**src/rtl/mem_resp_stage.sv**
```systemverilog
// MEM pipeline stage for the data-side sram-like interface: waits for data_ok,
//   buffers the response while WB stalls, extracts lb/lh/lwl/lwr results and
//   forwards to ID. After a flush it counts and discards orphaned responses.
// Latency: zero added cycles when data_ok coincides with the waiting load,
//   otherwise the instruction holds until its response arrives.
// Backpressure: ms_allowin drops while the held instruction cannot leave
//   (no response yet, or WB not accepting).
// Ports: clk/resetn (sync active-low); EXE side es_* plus es_to_ms_valid,
//   es_need_resp, es_orphan; flush; data_sram_data_ok/rdata; WB side
//   ws_allowin, ms_to_ws_valid, ms_to_ws_bus; ID forwarding MEM_dest,
//   MEM_result, MEM_fwd_ok; status ms_cancel_pending, ms_resp_err.
module mem_resp_stage #(
    parameter int PAYLOAD_WD   = 120,
    parameter int CANCEL_DEPTH = 3
) (
    input  logic                    clk,
    input  logic                    resetn,
    input  logic                    ws_allowin,
    output logic                    ms_allowin,
    input  logic                    es_to_ms_valid,
    input  logic [PAYLOAD_WD-1:0]   es_payload,
    input  logic                    es_gr_we,
    input  logic [4:0]              es_dest,
    input  logic [31:0]             es_alu_result,
    input  logic [31:0]             es_rt_value,
    input  logic                    es_res_from_mem,
    input  logic [5:0]              es_load_op,
    input  logic                    es_need_resp,
    input  logic                    es_orphan,
    input  logic                    flush,
    input  logic                    data_sram_data_ok,
    input  logic [31:0]             data_sram_rdata,
    output logic                    ms_to_ws_valid,
    output logic [PAYLOAD_WD+37:0]  ms_to_ws_bus,
    output logic [4:0]              MEM_dest,
    output logic [31:0]             MEM_result,
    output logic                    MEM_fwd_ok,
    output logic                    ms_cancel_pending,
    output logic                    ms_resp_err
);
    localparam int CNT_W = $clog2(CANCEL_DEPTH + 1);
    localparam int SUM_W = CNT_W + 2;

    // latched instruction state
    logic                   ms_valid;
    logic                   resp_got;
    logic [CNT_W-1:0]       cancel_cnt;
    logic [PAYLOAD_WD-1:0]  payload;
    logic                   gr_we;
    logic [4:0]             dest;
    logic [31:0]            alu_result;
    logic [31:0]            rt_value;
    logic                   res_from_mem;
    logic [5:0]             load_op;
    logic                   need_resp;
    logic [31:0]            resp_buf;

    logic                   wait_resp;
    logic                   cancel_active;
    logic                   take_now;
    logic                   drop_resp;
    logic                   unexpected_resp;
    logic                   ms_ready_go;
    logic [1:0]             flush_inc;
    logic [SUM_W-1:0]       cnt_sum;
    logic [CNT_W-1:0]       cnt_next;
    logic [31:0]            src;
    logic [31:0]            extracted;
    logic [31:0]            final_result;

    assign wait_resp       = ms_valid && need_resp && !resp_got;
    assign cancel_active   = (cancel_cnt != '0);
    // responses are in order: while orphans are outstanding, every data_ok belongs to them
    assign take_now        = data_sram_data_ok && !cancel_active && wait_resp;
    assign drop_resp       = data_sram_data_ok && cancel_active;
    assign unexpected_resp = data_sram_data_ok && !cancel_active && !wait_resp;

    assign ms_ready_go = !need_resp || resp_got || take_now;
    assign ms_allowin  = !ms_valid || (ms_ready_go && ws_allowin);

    // a response consumed in the flush cycle is not owed any more, so it is not counted
    assign flush_inc = flush ? ({1'b0, wait_resp && !take_now} + {1'b0, es_orphan}) : 2'd0;

    always_comb begin
        cnt_sum  = {2'b00, cancel_cnt} + {{(SUM_W-2){1'b0}}, flush_inc}
                 - {{(SUM_W-1){1'b0}}, drop_resp};
        cnt_next = cnt_sum[CNT_W-1:0];
        if (cnt_sum > SUM_W'(CANCEL_DEPTH))
            cnt_next = CNT_W'(CANCEL_DEPTH);
    end

    always_ff @(posedge clk) begin
        if (!resetn) begin
            ms_valid     <= 1'b0;
            resp_got     <= 1'b0;
            cancel_cnt   <= '0;
            ms_resp_err  <= 1'b0;
            payload      <= '0;
            gr_we        <= 1'b0;
            dest         <= '0;
            alu_result   <= '0;
            rt_value     <= '0;
            res_from_mem <= 1'b0;
            load_op      <= '0;
            need_resp    <= 1'b0;
            resp_buf     <= '0;
        end else begin
            cancel_cnt <= cnt_next;
            if (unexpected_resp)
                ms_resp_err <= 1'b1;

            if (flush)
                ms_valid <= 1'b0;
            else if (ms_allowin)
                ms_valid <= es_to_ms_valid;

            if (flush)
                resp_got <= 1'b0;
            else if (es_to_ms_valid && ms_allowin)
                resp_got <= 1'b0;
            else if (take_now && !ws_allowin)
                resp_got <= 1'b1;

            // hold the response while WB is stalled
            if (take_now && !ws_allowin)
                resp_buf <= data_sram_rdata;

            if (es_to_ms_valid && ms_allowin) begin
                payload      <= es_payload;
                gr_we        <= es_gr_we;
                dest         <= es_dest;
                alu_result   <= es_alu_result;
                rt_value     <= es_rt_value;
                res_from_mem <= es_res_from_mem;
                load_op      <= es_load_op;
                need_resp    <= es_need_resp;
            end
        end
    end

    // load extraction; load_op = {lwr,lwl,lhu,lh,lbu,lb}, all-zero is lw
    always_comb begin
        logic [7:0]  byte_v;
        logic [15:0] half_v;
        src = take_now ? data_sram_rdata : resp_buf;
        case (alu_result[1:0])
            2'd0:    byte_v = src[7:0];
            2'd1:    byte_v = src[15:8];
            2'd2:    byte_v = src[23:16];
            default: byte_v = src[31:24];
        endcase
        // misaligned halfwords yield zero
        case (alu_result[1:0])
            2'd0:    half_v = src[15:0];
            2'd2:    half_v = src[31:16];
            default: half_v = 16'h0;
        endcase
        extracted = src;
        if (load_op[0])
            extracted = {{24{byte_v[7]}}, byte_v};
        else if (load_op[1])
            extracted = {24'h0, byte_v};
        else if (load_op[2])
            extracted = {{16{half_v[15]}}, half_v};
        else if (load_op[3])
            extracted = {16'h0, half_v};
        else if (load_op[4]) begin
            case (alu_result[1:0])
                2'd0:    extracted = {src[7:0],  rt_value[23:0]};
                2'd1:    extracted = {src[15:0], rt_value[15:0]};
                2'd2:    extracted = {src[23:0], rt_value[7:0]};
                default: extracted = src;
            endcase
        end else if (load_op[5]) begin
            case (alu_result[1:0])
                2'd0:    extracted = src;
                2'd1:    extracted = {rt_value[31:24], src[31:8]};
                2'd2:    extracted = {rt_value[31:16], src[31:16]};
                default: extracted = {rt_value[31:8],  src[31:24]};
            endcase
        end
    end

    assign final_result      = res_from_mem ? extracted : alu_result;
    assign ms_to_ws_valid    = ms_valid && ms_ready_go;
    assign ms_to_ws_bus      = {payload, gr_we, dest, final_result};
    assign MEM_dest          = dest & {5{ms_valid}};
    assign MEM_result        = final_result;
    assign MEM_fwd_ok        = ms_valid && (!res_from_mem || ms_ready_go);
    assign ms_cancel_pending = cancel_active;

endmodule

```
**config.mk**
```make
export PLATFORM = sky130hd
export DESIGN_NAME = mem_resp_stage
export DESIGN_NICKNAME = d
export VERILOG_FILES = /design/src/rtl/mem_resp_stage.sv
export SDC_FILE = /design/constraint.sdc
export NUM_CORES = 1
export LEC_CHECK = 0
export BUFFER_PORTS_ARGS = -buffer_cell sky130_fd_sc_hd__buf_4
export CAP_MARGIN = 10
export CORE_ASPECT_RATIO = 0.75
export CORE_MARGIN = 3
export CORE_UTILIZATION = 46
export CTS_CLUSTER_SIZE = 12
export DETAILED_ROUTE_END_ITERATION = 16
export PLACE_DENSITY_LB_ADDON = 0.25
export SLEW_MARGIN = 20
export SYNTH_ARGS = -nofsm -noshare
export SYNTH_HDL_FRONTEND = slang
export SYNTH_SLANG_ARGS = --single-unit
```
**constraint.sdc**
```tcl
create_clock -name clk -period 2.4 [get_ports clk]
set_clock_uncertainty 0.05 [all_clocks]
set_input_delay 0.24 -clock clk [delete_from_list [all_inputs] [get_ports clk]]
set_output_delay 0.24 -clock clk [all_outputs]
set_load 0.05 [all_outputs]
```
# [Yosys cells after proc, flatten, opt, wreduce, memory -nomap -nowiden]
# Index checks and enable logic that the tools add are counted.
[totals] register_bits=235 latchBits=0 mem_bits_rw=0 romBits=0 input_bits=237 elab_cells=63 memories=0
[classes] n_addsub=3 mul=0 div=0 n_lt_le_gt_ge=1 n_eq_ne=2 shift=0 n_mux=14 bitwise_logic=2 n_reduce_logical=28
[op_table] cell="2-to-1 mux 32 bit" count=8
[op_table] cell="case mux 32 bit (3 select lines)" count=2
[op_table] cell="case mux 16 bit (2 select lines)" count=1
[op_table] cell="case mux 8 bit (3 select lines)" count=1
[op_table] cell="logical AND 1 bit" count=12
[op_table] cell="logical NOT 1 bit" count=8
[op_table] cell="bitwise AND 5 bit" count=1
[op_table] cell="greater-than comparator 4 x 2 -> 1 bit, second input constant" count=1
[op_table] cell="logical OR 1 bit" count=4
[op_table] cell="2-to-1 mux 2 bit" count=2
[op_table] cell="subtractor 3 x 1 -> 4 bit" count=1
[op_table] cell="adder 2 x 2 -> 3 bit" count=1
[op_table] cell="OR reduction 3 bit" count=1
[op_table] cell="adder 1 x 1 -> 2 bit" count=1
[op_table] cell="equality test 2 x 1 -> 1 bit, second input constant" count=1
[op_table] cell="equality test 2 bit, second input constant" count=1
[op_table] cell="logical NOT 2 bit" count=1
[op_table] cell="nonzero test 2 bit" count=1
[op_table] cell="OR reduction 2 bit" count=1
[op_table] cell="inverter 1 bit" count=1

# [Logic depth before layout (Yosys ltp)]
[logic_depth] depth_word=13 depth_mapped=13 ltp_nobuf=13

# [Least setup slack after synthesis]
# No wires, ideal clock.
[synth_timing] kind="register -> output" from="register cancel_cnt[1]" to="output port ms_to_ws_bus[16]" arrival_time_ns=3.309 setup_slack_ns=-1.199 path_stages_with_launch=9 n_path_buf=2 cell_sequence="dfxtp_1 > nor3b_4 > and2_4 > buf_8 > mux2_4 > o21ai_1 > nand2_1 > o32ai_1 > buf_4"
[synth_via] elab_chain_len=13 elab_cells_between_ends=16 cone_classes="mux: 12; reduce/logical: 4"
[synth_rtl] item="start, declared" line_no="47" text="logic [CNT_W-1:0] cancel_cnt;"
[synth_rtl] item="start signal, assigned" line_no="108" text="cancel_cnt <= cnt_next;"
[synth_rtl] item="nonzero test 2 bit (*)" line_no="72" text="assign cancel_active = (cancel_cnt != '0);"
[synth_rtl] item="logical NOT 1 bit (*)" line_no="74" text="assign take_now = data_sram_data_ok && !cancel_active && wait_resp;"
[synth_rtl] item="logical AND 1 bit (*) (2 in a row)" line_no="74"
[synth_rtl] item="2-to-1 mux 32 bit (*)" line_no="145" text="src = take_now ? data_sram_rdata : resp_buf;"
[synth_rtl] item="case mux 32 bit (3 select lines)" line_no="175" text="case (alu_result[1:0])"
[synth_rtl] item="2-to-1 mux 32 bit" line_no="174" text="end else if (load_op[5]) begin"
[synth_rtl] item="2-to-1 mux 32 bit" line_no="167" text="else if (load_op[4]) begin"
[synth_rtl] item="2-to-1 mux 32 bit" line_no="165" text="else if (load_op[3])"
[synth_rtl] item="2-to-1 mux 32 bit" line_no="163" text="else if (load_op[2])"
[synth_rtl] item="2-to-1 mux 32 bit" line_no="161" text="else if (load_op[1])"
[synth_rtl] item="2-to-1 mux 32 bit (*)" line_no="159" text="if (load_op[0])"
[synth_rtl] item="2-to-1 mux 32 bit (*)" line_no="184" text="assign final_result = res_from_mem ? extracted : alu_result;"
[synth_rtl] item="end, declared" line_no="34" text="output logic [PAYLOAD_WD+37:0] ms_to_ws_bus,"
# Mark *: on every way between the ends. The rest lies on a longest branch, timed or not.

# [Worst setup path after layout]
[layout_timing] from="register resp_got" to="output port MEM_result[29]"
[layout_via] elab_chain_len=12 elab_cells_between_ends=15 cone_classes="mux: 12; reduce/logical: 3"
[layout_rtl] item="start, declared" line_no="46" text="logic resp_got;"
[layout_rtl] item="start signal, assigned" line_no="95" text="resp_got <= 1'b0;"
[layout_rtl] item="start signal, assigned" line_no="118" text="resp_got <= 1'b0;"
[layout_rtl] item="start signal, assigned" line_no="120" text="resp_got <= 1'b0;"
[layout_rtl] item="logical NOT 1 bit (*)" line_no="71" text="assign wait_resp = ms_valid && need_resp && !resp_got;"
[layout_rtl] item="logical AND 1 bit (*)" line_no="71"
[layout_rtl] item="logical AND 1 bit (*)" line_no="74"
[layout_rtl] item="2-to-1 mux 32 bit (*)" line_no="145"
[layout_rtl] item="case mux 32 bit (3 select lines)" line_no="175"
[layout_rtl] item="2-to-1 mux 32 bit" line_no="174"
[layout_rtl] item="2-to-1 mux 32 bit" line_no="167"
[layout_rtl] item="2-to-1 mux 32 bit" line_no="165"
[layout_rtl] item="2-to-1 mux 32 bit" line_no="163"
[layout_rtl] item="2-to-1 mux 32 bit" line_no="161"
[layout_rtl] item="2-to-1 mux 32 bit (*)" line_no="159"
[layout_rtl] item="2-to-1 mux 32 bit (*)" line_no="184"
[layout_rtl] item="end, declared" line_no="36" text="output logic [31:0] MEM_result,"
# Marked as above.

==> flow_summary.yaml <==
synth:
  ys.flop_type: "dfxtp_1"
  synth.distinct_cells: 61
  synth.most_common_cell: "nand2_1"
  synthTopCellsByArea: "dfxtp_1 (38%), nand2_1 (15%), a21boi_0 (13%), mux2i_1 (4.0%), buf_4 (3.0%)"
  synth_top_area_share_pct: 38.1
  ys_top_cells_by_count: "nand2_1 (483), dfxtp_1 (235), a21boi_0 (212), clkbuf_1 (64), nor2_1 (57)"
  synth_edf_count: 0
  avgSynthCellArea_um2: 7.89
  synth_seq_cells: 235
  yosys_warnings: 0
  postSynthCellCount: 1564
  ys_seq_area_share_pct: 38.1
  synth_area_leader_cell: "dfxtp_1"
  synth_async_sr_flop_share_pct: 0
  syn_nets: 1807
  syn_area_um2: 12300
power_and_ir_drop:
  p_per_area_nw_per_um2: 554
  p_leak_nw: 8.94
  ir_drop_v: 0.000541
  finalPower_mw: 12.0
cells_and_area:
  final_util_pct: 83.2
  nets: 2566
  area.growth.synth_to_final_pct: 76.3
  fin_cells: 2684
  drive_above_1_share_pct: 35.8
  final_area_um2: 21800
grt:
  overflow: 0
  antenna_found_initial: 3
  grt_pass1_vias: 15800
  grt_pass1_wl_um: 95000
  grt_max_degree: 104
  grt_use_total_pct: 41.9
critical_path:
  cp_max_fo: 6
  path_cells: "and3b_1 -> and2_4 -> buf_4 -> clkbuf_16 -> buf_4 -> o211ai_1 -> a21oi_1 -> buf_4 -> o21ai_1 -> a21oi_4 -> buf_4"
  reg2reg_to: "cancel_cnt[1]$_SDFF_PN0_"
  critPathCaptureType: "output pin"
  regToRegStartpoint: "cancel_cnt[0]$_SDFF_PN0_"
  crit_required_ns: 2.11
  critical_path_class: "register to output pin"
  worstRegToRegCells: 16
  reg2reg_setup_slack_ns: -0.48
  arrival_ns: 2.91
  max_stage_delay_ns: 0.34
  cpMostUsedCell: "buf_4"
  crit_slowest_cell: "o21ai_1"
  start_kind: "register"
clocking:
  clkTransAtPathRegs_ns: 0.06
  cts_tree: "yes"
  cts_sinks: 235
  cts_root_buffer: "clkbuf_16"
  clock_path_buffers: 3
  ctsHtreeMaxLevel: 1
  clkLatencyLatePin_ns: 0.54
  cts_made_buffers: 25
timing:
  slew_headroom_pct: 54.7
  worst_slack_ns: -0.801
  fin_setup_tns_ns: -46.44
  rsz0062_at_grt: "yes"
  min_period_ns: 3.20
  hold_ws_ns: 0.0511
  final_max_slew_viol_count: 0
  final_hold_viol_count: 0
  finalCritPeriodShare_pct: 133
  setup_violations: 96
  tightest_slew_ns: 0.680
  fmax_ghz: 0.312
floorplan:
  fp.dieH_um: 148
  core.rowCount: 51
  ios: 437
  die-width_um: 195
  start_util_pct: 47.2
  dieArea_um2: 28800
  core-area_um2: 26200
placed_design:
  dp.cells: 2373
  place_area_um2: 17400
  dpl.hpwl_um: 39500
  preCtsSetupSlack_ns: -0.272
  numPortBuffers: 436
  place.gp.congestion: 1.07
drt:
  routed_wl_um: 70000
  ant_nets: 0
  wl_per_cell_um: 26.1
  drt-initial-drc-count: 1905
  vias: 16400
  route.detailed.drc: 0
  vias_per_cell: 6.09
  firstDrtPassIters: 6
run:
  cap_violations: 0
run_status:
  violations: "setup timing"
  outcome: "finished, violations left"
worst_hold_path:
  hold_end: "payload[63]$_SDFFE_PN0P_"
  hp-start: "es_payload[63]"
  hold_path_depth: 3
  hold_class: "input port to register"
[critical path, delay by kind of cell (launching register included)]
family | cells | cell delay (ns)
DFF | 1 | 0.32
and+or+nand+nor | 2 | 0.36
AOI/OAI and AO/OA | 4 | 0.86
buffers and inverters | 5 | 0.82
[final cells by class]
class	instances	area, um2
Inverter	21	78.8
Sequential cell	235	4710
Clock inverter	3	43.8
Multi-Input combinational cell	1153	7670
Timing Repair Buffer	887	8110
Clock buffer	38	704
Tap cell	344	430
Fill cell	1399	4410
Antenna cell	3	7.51
[cells in the final DEF (no fill, tap or decap), types with 28 or more instances in the layout]
master,n
dfxtp_1,229
a21oi_1,28
buf_6,82
nor2_1,56
dlygate4sd3_1,232
buf_4,534
clkbuf_16,36
mux2i_1,38
nand2_1,477
a21boi_0,185
a21boi_1,38
[worst max-delay path by stage]
stage / startpoint / end / slack, ns / cells past startpoint
global route: cancel_cnt[0]$_SDFF_PN0_ / MEM_result[31] / -0.83 / 10
detailed placement: cancel_cnt[0]$_SDFF_PN0_ / MEM_result[24] / -0.27 / 9
CTS: cancel_cnt[1]$_SDFF_PN0_ / ms_to_ws_bus[8] / -0.75 / 10
finish: resp_got$_SDFFE_PP0P_ / MEM_result[29] / -0.80 / 11
global placement: alu_result[0]$_SDFFE_PN0P_ / ms_to_ws_bus[11] / -0.35 / 10
floorplan: cancel_cnt[0]$_SDFF_PN0_ / ms_to_ws_bus[16] / -0.29 / 8
[state kept, by name, summed over array words and instances, names as in the netlist]
name,flops
alu_result,32
cancel_cnt,2
dest,5
gr_we,1
load_op,6
ms_resp_err,1
ms_valid,1
need_resp,1
payload,120
res_from_mem,1
resp_buf,32
resp_got,1
rt_value,32
[power breakdown]
| part | total (mW) | internal, mW | switching (mW) |
|---|---|---|---|
| Sequential | 4.28 | 4.11 | 0.171 |
| Combinational | 3.98 | 1.64 | 2.34 |
| Clock | 3.79 | 2.11 | 1.67 |
[cells by family (layout without fill, tap and decap cells)]
group	count (synthesis)	in the layout	synth area share, %
simple gates	611	611	19.8
compound gates	456	456	26.6
flops	235	235	38.1
buf+inv	176	949	7.48
mux	80	80	7.23
fa+ha+maj	6	6	0.669
other cells	0	3	0
[routing by layer]
layer  GRT usage (%)  part of all wire, %
met1            53.6                   36
met2            67.3                   44
met3            11.3                   13
met4            17.7                  6.7
met5               0                0.019
[what timing repair did]
item | 4_1_cts | 5_1_grt
cloned | 1 | 14
resized for setup | 108 | 123
endpoints found under the setup margin | 66 | 264
pin swaps | 20 | 33
hold buffers | 232 | 0
endpoints found under the hold margin | 231 | 0
setup buffers | 11 | 16
No activity file was read; power rests on OpenSTA's default activity.
